==> config.mk <==
export PLATFORM = sky130hd
export DESIGN_NAME = branch_check_multi
export DESIGN_NICKNAME = d
export VERILOG_FILES = /design/src/rtl/branch_check_multi.sv
export SDC_FILE = /design/constraint.sdc
export NUM_CORES = 1
export LEC_CHECK = 0
export CAP_MARGIN = 20
export CORE_MARGIN = 10
export CORE_UTILIZATION = 50
export CTS_CLUSTER_DIAMETER = 30
export CTS_CLUSTER_SIZE = 28
export DETAILED_ROUTE_END_ITERATION = 8
export HOLD_SLACK_MARGIN = 0.02
export PLACE_DENSITY = 0.66
export SLEW_MARGIN = 0
export SYNTH_ARGS = -nofsm -noshare
export SYNTH_HDL_FRONTEND = slang
export SYNTH_SLANG_ARGS = --single-unit
==> constraint.sdc <==
create_clock -name clock -period 4.5 [get_ports clock]
set_input_delay 0.9 -clock clock [delete_from_list [all_inputs] [get_ports clock]]
set_output_delay 0.9 -clock clock [all_outputs]
set_load 0.01 [all_outputs]
==> src/rtl/branch_check_multi.sv <==
// Per-thread branch detector for the barrel pipeline: prioritised entries with
// flag or loop-counter conditions, 3-cycle latency, re-issue recirculation.
module branch_check_multi #(
  parameter int PC_WIDTH          = 10,
  parameter int THREAD_COUNT      = 8,
  parameter int THREAD_ADDR_WIDTH = 3,
  parameter int INITIAL_THREAD    = 0,
  parameter int ENTRY_COUNT       = 2,
  parameter int ENTRY_ADDR_WIDTH  = 1,
  parameter int FLAGS_WORD_WIDTH  = 8,
  parameter int FLAGS_ADDR_WIDTH  = 3,
  parameter int COUNTER_WIDTH     = 8,
  localparam int COND_WIDTH       = FLAGS_ADDR_WIDTH + 2,
  localparam int WRITE_WIDTH      = (PC_WIDTH >= COUNTER_WIDTH)
                                    ? ((PC_WIDTH >= COND_WIDTH) ? PC_WIDTH : COND_WIDTH)
                                    : ((COUNTER_WIDTH >= COND_WIDTH) ? COUNTER_WIDTH : COND_WIDTH),
  localparam int ADDR_WIDTH       = THREAD_ADDR_WIDTH + ENTRY_ADDR_WIDTH
) (
  input  logic                        clock,
  input  logic                        reset,
  input  logic [PC_WIDTH-1:0]         PC,
  input  logic [FLAGS_WORD_WIDTH-1:0] flags,
  input  logic                        IO_ready_previous,
  input  logic                        wren_origin,
  input  logic                        wren_destination,
  input  logic                        wren_condition,
  input  logic                        wren_reload,
  input  logic [ADDR_WIDTH-1:0]       write_addr,
  input  logic [WRITE_WIDTH-1:0]      write_data,
  output logic [PC_WIDTH-1:0]         branch_destination,
  output logic                        jump
);

  localparam int SLOTS = THREAD_COUNT * ENTRY_COUNT;

  function automatic logic condition_met(
    input logic [COND_WIDTH-1:0]       cond_word,
    input logic [COUNTER_WIDTH-1:0]    count,
    input logic [FLAGS_WORD_WIDTH-1:0] flag_word
  );
    if (cond_word[FLAGS_ADDR_WIDTH+1])
      return count != '0;
    return flag_word[cond_word[FLAGS_ADDR_WIDTH-1:0]] ^ cond_word[FLAGS_ADDR_WIDTH];
  endfunction

  logic [THREAD_ADDR_WIDTH-1:0] thr;

  logic [PC_WIDTH-1:0]      origin_ram      [SLOTS];
  logic [PC_WIDTH-1:0]      destination_ram [SLOTS];
  logic [COND_WIDTH-1:0]    condition_ram   [SLOTS];
  logic [COUNTER_WIDTH-1:0] reload_ram      [SLOTS];
  logic [SLOTS-1:0]         valid;
  logic [COUNTER_WIDTH-1:0] counter         [SLOTS];

  logic                         vld_p0, io_ready_p0;
  logic [PC_WIDTH-1:0]          pc_p0;
  logic [FLAGS_WORD_WIDTH-1:0]  flags_p0;
  logic [THREAD_ADDR_WIDTH-1:0] thread_p0;
  logic [ENTRY_COUNT-1:0]       valid_p0;
  logic [PC_WIDTH-1:0]          origin_p0      [ENTRY_COUNT];
  logic [PC_WIDTH-1:0]          destination_p0 [ENTRY_COUNT];
  logic [COND_WIDTH-1:0]        condition_p0   [ENTRY_COUNT];
  logic [COUNTER_WIDTH-1:0]     counter_p0     [ENTRY_COUNT];

  logic                         vld_p1, io_ready_p1;
  logic [THREAD_ADDR_WIDTH-1:0] thread_p1;
  logic [ENTRY_COUNT-1:0]       hit_p1, cond_p1, mode_p1;
  logic [PC_WIDTH-1:0]          destination_p1 [ENTRY_COUNT];
  logic [COUNTER_WIDTH-1:0]     counter_p1     [ENTRY_COUNT];

  logic                    taken;
  logic [PC_WIDTH-1:0]     target;
  logic [THREAD_COUNT-1:0] recirc_jump;
  logic [PC_WIDTH-1:0]     recirc_dest [THREAD_COUNT];

  always_ff @(posedge clock) begin
    if (reset)
      thr <= THREAD_ADDR_WIDTH'(INITIAL_THREAD);
    else
      thr <= thr + 1'b1;
  end

  // Entry RAMs are not reset; a written origin is what makes an entry live.
  always_ff @(posedge clock) begin
    if (wren_origin)      origin_ram[write_addr]      <= write_data[PC_WIDTH-1:0];
    if (wren_destination) destination_ram[write_addr] <= write_data[PC_WIDTH-1:0];
    if (wren_condition)   condition_ram[write_addr]   <= write_data[COND_WIDTH-1:0];
    if (wren_reload)      reload_ram[write_addr]      <= write_data[COUNTER_WIDTH-1:0];
  end

  // S0: capture inputs and read all entries of the current thread
  always_ff @(posedge clock) begin
    if (reset) begin
      vld_p0      <= 1'b0;
      io_ready_p0 <= 1'b0;
      pc_p0       <= '0;
      flags_p0    <= '0;
      thread_p0   <= '0;
      valid_p0    <= '0;
      for (int e = 0; e < ENTRY_COUNT; e++) begin
        origin_p0[e]      <= '0;
        destination_p0[e] <= '0;
        condition_p0[e]   <= '0;
        counter_p0[e]     <= '0;
      end
    end else begin
      vld_p0      <= 1'b1;
      io_ready_p0 <= IO_ready_previous;
      pc_p0       <= PC;
      flags_p0    <= flags;
      thread_p0   <= thr;
      for (int e = 0; e < ENTRY_COUNT; e++) begin
        valid_p0[e]       <= valid[{thr, ENTRY_ADDR_WIDTH'(e)}];
        origin_p0[e]      <= origin_ram[{thr, ENTRY_ADDR_WIDTH'(e)}];
        destination_p0[e] <= destination_ram[{thr, ENTRY_ADDR_WIDTH'(e)}];
        condition_p0[e]   <= condition_ram[{thr, ENTRY_ADDR_WIDTH'(e)}];
        counter_p0[e]     <= counter[{thr, ENTRY_ADDR_WIDTH'(e)}];
      end
    end
  end

  // S1: per-entry hit and condition evaluation
  always_ff @(posedge clock) begin
    if (reset) begin
      vld_p1      <= 1'b0;
      io_ready_p1 <= 1'b0;
      thread_p1   <= '0;
      hit_p1      <= '0;
      cond_p1     <= '0;
      mode_p1     <= '0;
      for (int e = 0; e < ENTRY_COUNT; e++) begin
        destination_p1[e] <= '0;
        counter_p1[e]     <= '0;
      end
    end else begin
      vld_p1      <= vld_p0;
      io_ready_p1 <= io_ready_p0;
      thread_p1   <= thread_p0;
      for (int e = 0; e < ENTRY_COUNT; e++) begin
        hit_p1[e]         <= valid_p0[e] && (origin_p0[e] == pc_p0);
        cond_p1[e]        <= condition_met(condition_p0[e], counter_p0[e], flags_p0);
        mode_p1[e]        <= condition_p0[e][FLAGS_ADDR_WIDTH+1];
        destination_p1[e] <= destination_p0[e];
        counter_p1[e]     <= counter_p0[e];
      end
    end
  end

  // S2: priority select, lowest index wins; re-issue replays this thread's last decision
  always_comb begin
    taken  = 1'b0;
    target = '0;
    for (int e = ENTRY_COUNT - 1; e >= 0; e--) begin
      if (hit_p1[e] && cond_p1[e]) begin
        taken  = 1'b1;
        target = destination_p1[e];
      end
    end
    if (!io_ready_p1) begin
      taken  = recirc_jump[THREAD_COUNT-1];
      target = recirc_dest[THREAD_COUNT-1];
    end
    if (!vld_p1) begin
      taken  = 1'b0;
      target = '0;
    end
  end

  always_ff @(posedge clock) begin
    if (reset) begin
      jump               <= 1'b0;
      branch_destination <= '0;
      recirc_jump        <= '0;
      for (int t = 0; t < THREAD_COUNT; t++)
        recirc_dest[t] <= '0;
    end else begin
      jump               <= taken;
      branch_destination <= target;
      recirc_jump        <= {recirc_jump[THREAD_COUNT-2:0], taken};
      recirc_dest[0]     <= target;
      for (int t = 1; t < THREAD_COUNT; t++)
        recirc_dest[t] <= recirc_dest[t-1];
    end
  end

  // Live loop counters: S2 update first, so a same-cycle ALU load overrides it.
  always_ff @(posedge clock) begin
    if (reset) begin
      valid <= '0;
      for (int s = 0; s < SLOTS; s++)
        counter[s] <= '0;
    end else begin
      if (vld_p1 && io_ready_p1) begin
        for (int e = 0; e < ENTRY_COUNT; e++) begin
          if (hit_p1[e] && mode_p1[e])
            counter[{thread_p1, ENTRY_ADDR_WIDTH'(e)}] <= cond_p1[e]
              ? counter_p1[e] - 1'b1
              : reload_ram[{thread_p1, ENTRY_ADDR_WIDTH'(e)}];
        end
      end
      if (wren_reload)
        counter[write_addr] <= write_data[COUNTER_WIDTH-1:0];
      if (wren_origin)
        valid[write_addr] <= 1'b1;
    end
  end

endmodule

==> summary.md <==
| Metric | Value |
|---|---|
| Chain of cells forming the critical path | `buf_4, mux2_1, mux4_2, o31ai_4, o21ai_1` |
| Most numerous cell in the Yosys netlist | `edfxtp_1` |
| Via density | `approximately 5.7` |
| CP Capture Point | `counter[9][3]` |
| WL/cell | `24.04 um` |
| Switching Fraction | `21.69%` |
| Setup CP Type | `register to register` |
| RR Endpoint | `counter[9][3]` |
| Util after Layout | `60.20%` |
| Post-synth EDFFs | `656` |
| Starting Density | `between 50% and 60%` |
| Ranking of synthesized cells by area | `edfxtp_1, dfxtp_1, mux4_2, nor2b_1, mux2i_1` |
| Synth async-reset ratio | `0%` |
| Final setup violation count | `0` |
| DRT Wirelength | `82050 um` |
| Routed Antenna Nets | `0` |
| Period utilisation layout | `69.88%` |
| CP max FO | `39` |
| P_int | `0.01757 W` |
| Row count | `97` |
| Growth of design area from synthesis to finish | `19.27%` |
| RD Place Congestion | `0.8679` |
| Crit. path cell count | `5` |
| Post-CTS Hold Buffers | `0` |
| Final layout net count | `2382` |
| Vias in the first global route | `20010` |
| Worst Path Buf+Inv | `1` |
| Setup Skew | `0.01948 ns` |
| Number of I/O port buffers | `49` |
| First-pass GRT wire length | `124600 um` |
| CP endpoint kind | `register` |
| CP Launch Type | `register` |
| CP startpoint | `thread_p1[2]` |
| Post-CTS sizing | `0` |
| Status | `finished, final reports clean` |
| Die Wd | `285.9 um` |
| Seq pwr share | `41.7%` |
| Tot Pwr | `0.02244 W` |
| Logic pwr share | `about 5.4%` |
| Post-CTS Setup Bufs | `0` |
| Clock power share | `52.9%` |
| Leak Pwr | `14.02 nW` |
| Layout cells sized above 1 | `about a fifth` |
| DR vias | `19590` |
| Cells after Synth | `roughly 2200` |
| Worst R2R Setup Slack | `1.36 ns` |
| Switch Pwr | `slightly below 0.005 W` |
| Seq/Total Area, Yosys | `roughly 70%` |
| DRT iter0 DRCs | `about 1900` |
| Actual slew at the worst max-slew pin | `1.091 ns` |
| Num CTS Buffers | `~150` |
| Max cap viols | `0` |
| Worst r2r src | `thread_p1[2]` |
| TritonCTS clock tree | `built` |
| Hold Path Class | `register to register` |
| Share of the synthesized area in the top cell type | `between 50% and 60%` |
| Worst slew margin | `a little over a quarter` |
| Mean Syn Cell Area | `between 15 and 20 sq um` |
| Root buf cell | `clkbuf_16` |
| FF-to-FF path depth | `5` |
| RSZ-0062 raised after global routing | `no` |
| Syn Nets | `around 2300` |
| Final hold viol count | `0` |
| Peak VDD IR | `between 400 and 500 uV` |
| Top cell family by delay on the critical path | `flip-flops` |
| DIE HEIGHT | `~290 um` |
| Hpwl dp | `between 50000 and 60000 um` |
| Grt ovf | `0` |
| Critical Path RT | `4.94 ns` |
| Largest net degree at the start of global routing | `~120` |
| Worst path arrival time | `3.58 ns` |
| CTS max path bufs | `3` |
| Yosys reg bits | `901` |
| Post-layout minimum cycle time | `between 3 and 4 ns` |
| Yosys warns | `0` |
| H-tree depth | `4` |
| GRT Util Overall | `20.07%` |
| Skew-Pair Late Insertion Delay | `slightly above 0.7 ns` |
| Sum of negative setup slack | `0 ns` |
| CTS Sinks | `901` |
| Cell at the slowest stage of the critical path | `dfxtp_2` |
| Pwr/cell area | `between 500 and 600 nW/um^2` |
| Initial antenna violation count | `8` |
| Yosys top cell by area | `edfxtp_1` |
| Most frequent cells after synthesis | `edfxtp_1, dfxtp_1, nand2_1` |
| Final slew viol count | `0` |
| Distinct cells, synth | `77` |
| Reg clk slew, reported paths | `roughly 0.050 ns` |
| Core area | `around 70000 sq um` |
| Fmax | `0.3180 GHz` |
| IO Count | `50` |
| Critical path's largest stage delay | `0.89 ns` |
| Residual DRC count | `0` |
| Full die area | `81720 sq um` |
| Drt first pass iters | `6` |
| Post-Synthesis Cell Area | `35340 sq um` |
| Top FF cell, synth | `edfxtp_1` |
## registers in the layout, summed over array words and instances, names as in the netlist, 16 cells and up
name,count
counter_p0,16
origin_ram,160
valid,16
destination_ram,160
counter,128
counter_p1,16
recirc_dest,71
origin_p0,20
destination_p1,20
destination_p0,20
condition_ram,80
reload_ram,128
## per-layer routing
layer	vias to the layer above	GRT usage [%]	part of all wire [%]
li1	8753	-	-
met2	756	31.90	49
met4	0	7.396	2.5
met5	-	0	0
met3	167	4.503	6.9
met1	9914	26.88	42
## layout by cell type, fill, tap and decap left out, types with 19 or more instances in the layout
cell type          n
mux2_2            19
o211ai_1          20
o31ai_1           42
mux2i_1           77
buf_4             49
nor2b_1          157
mux4_2           151
bufinv_16         21
o21ai_0           44
edfxtp_1         656
and2_1            75
a21oi_1           20
a211oi_1          23
dfxtp_1          239
nand2_1          159
clkdlybuf4s50_1   40
nor2_1           110
o21ai_1           31
clkbuf_16        160
## layout make-up
class	count	area, sq um
Clock inverter	92	1144
Fill cell	5111	27870
Antenna cell	5	12.51
Clock buffer	189	4223
Sequential cell	901	24620
Inverter	11	41.29
Tap cell	940	1176
Multi-Input combinational cell	1169	9972
Timing Repair Buffer	106	967.2
## power by group through the flow
stage	Sequential (W)	Combinational [W]	Clock, W
2_1_floorplan	0.00941	0.000818	0
3_3_place_gp	0.00951	0.00117	0
3_5_place_dp	0.00952	0.00119	0
4_1_cts	0.00936	0.00120	0.0120
5_1_grt	0.00938	0.00129	0.0125
6_report	0.00936	0.00121	0.0119
## logic make-up (layout without fill, tap and decap cells)
logic type / count (synthesis) / count (layout) / share of synthesized area, %
adders and majority gates: 3 / 3 / 0.1062
AOI/OAI and AO/OA: 260 / 260 / 5.420
muxes: 249 / 249 / 12.47
DFF: 901 / 901 / 69.61
other: 0 / 5 / 0
xor gates and xnor gates: 28 / 28 / 0.6939
buffers and inverters: 170 / 398 / 2.170
and+or+nand+nor: 629 / 629 / 9.523
## how the worst min path moves through the flow
| stage | startpoint | end | cells past startpoint |
|---|---|---|---|
| 2_1_floorplan | destination_p0[0][0] | destination_p1[0][0] | 1 |
| 3_3_place_gp | vld_p0 | vld_p1 | 1 |
| 3_5_place_dp | recirc_dest[1][20] | recirc_dest[1][30] | 1 |
| 4_1_cts | destination_p0[0][5] | destination_p1[0][5] | 1 |
| 5_1_grt | destination_p0[0][5] | destination_p1[0][5] | 1 |
| 6_report | destination_p0[0][5] | destination_p1[0][5] | 1 |
## per-stage QoR
stage / hold WS, ns / cells / area [sq um] / setup WS [ns]
after CTS: 0.4231 / 3405 / 42070 / 1.390
final: 0.4251 / 3413 / 42150 / 1.355
after global placement: 0.4169 / 3121 / 36680 / 0.8138
after floorplan: 0.4138 / 2240 / 35340 / 1.886
after detailed placement: 0.4204 / 3124 / 36700 / 0.7466
after global routing: 0.4477 / 3412 / 42150 / 1.305
Note: power is estimated with default switching activity, not from simulation.
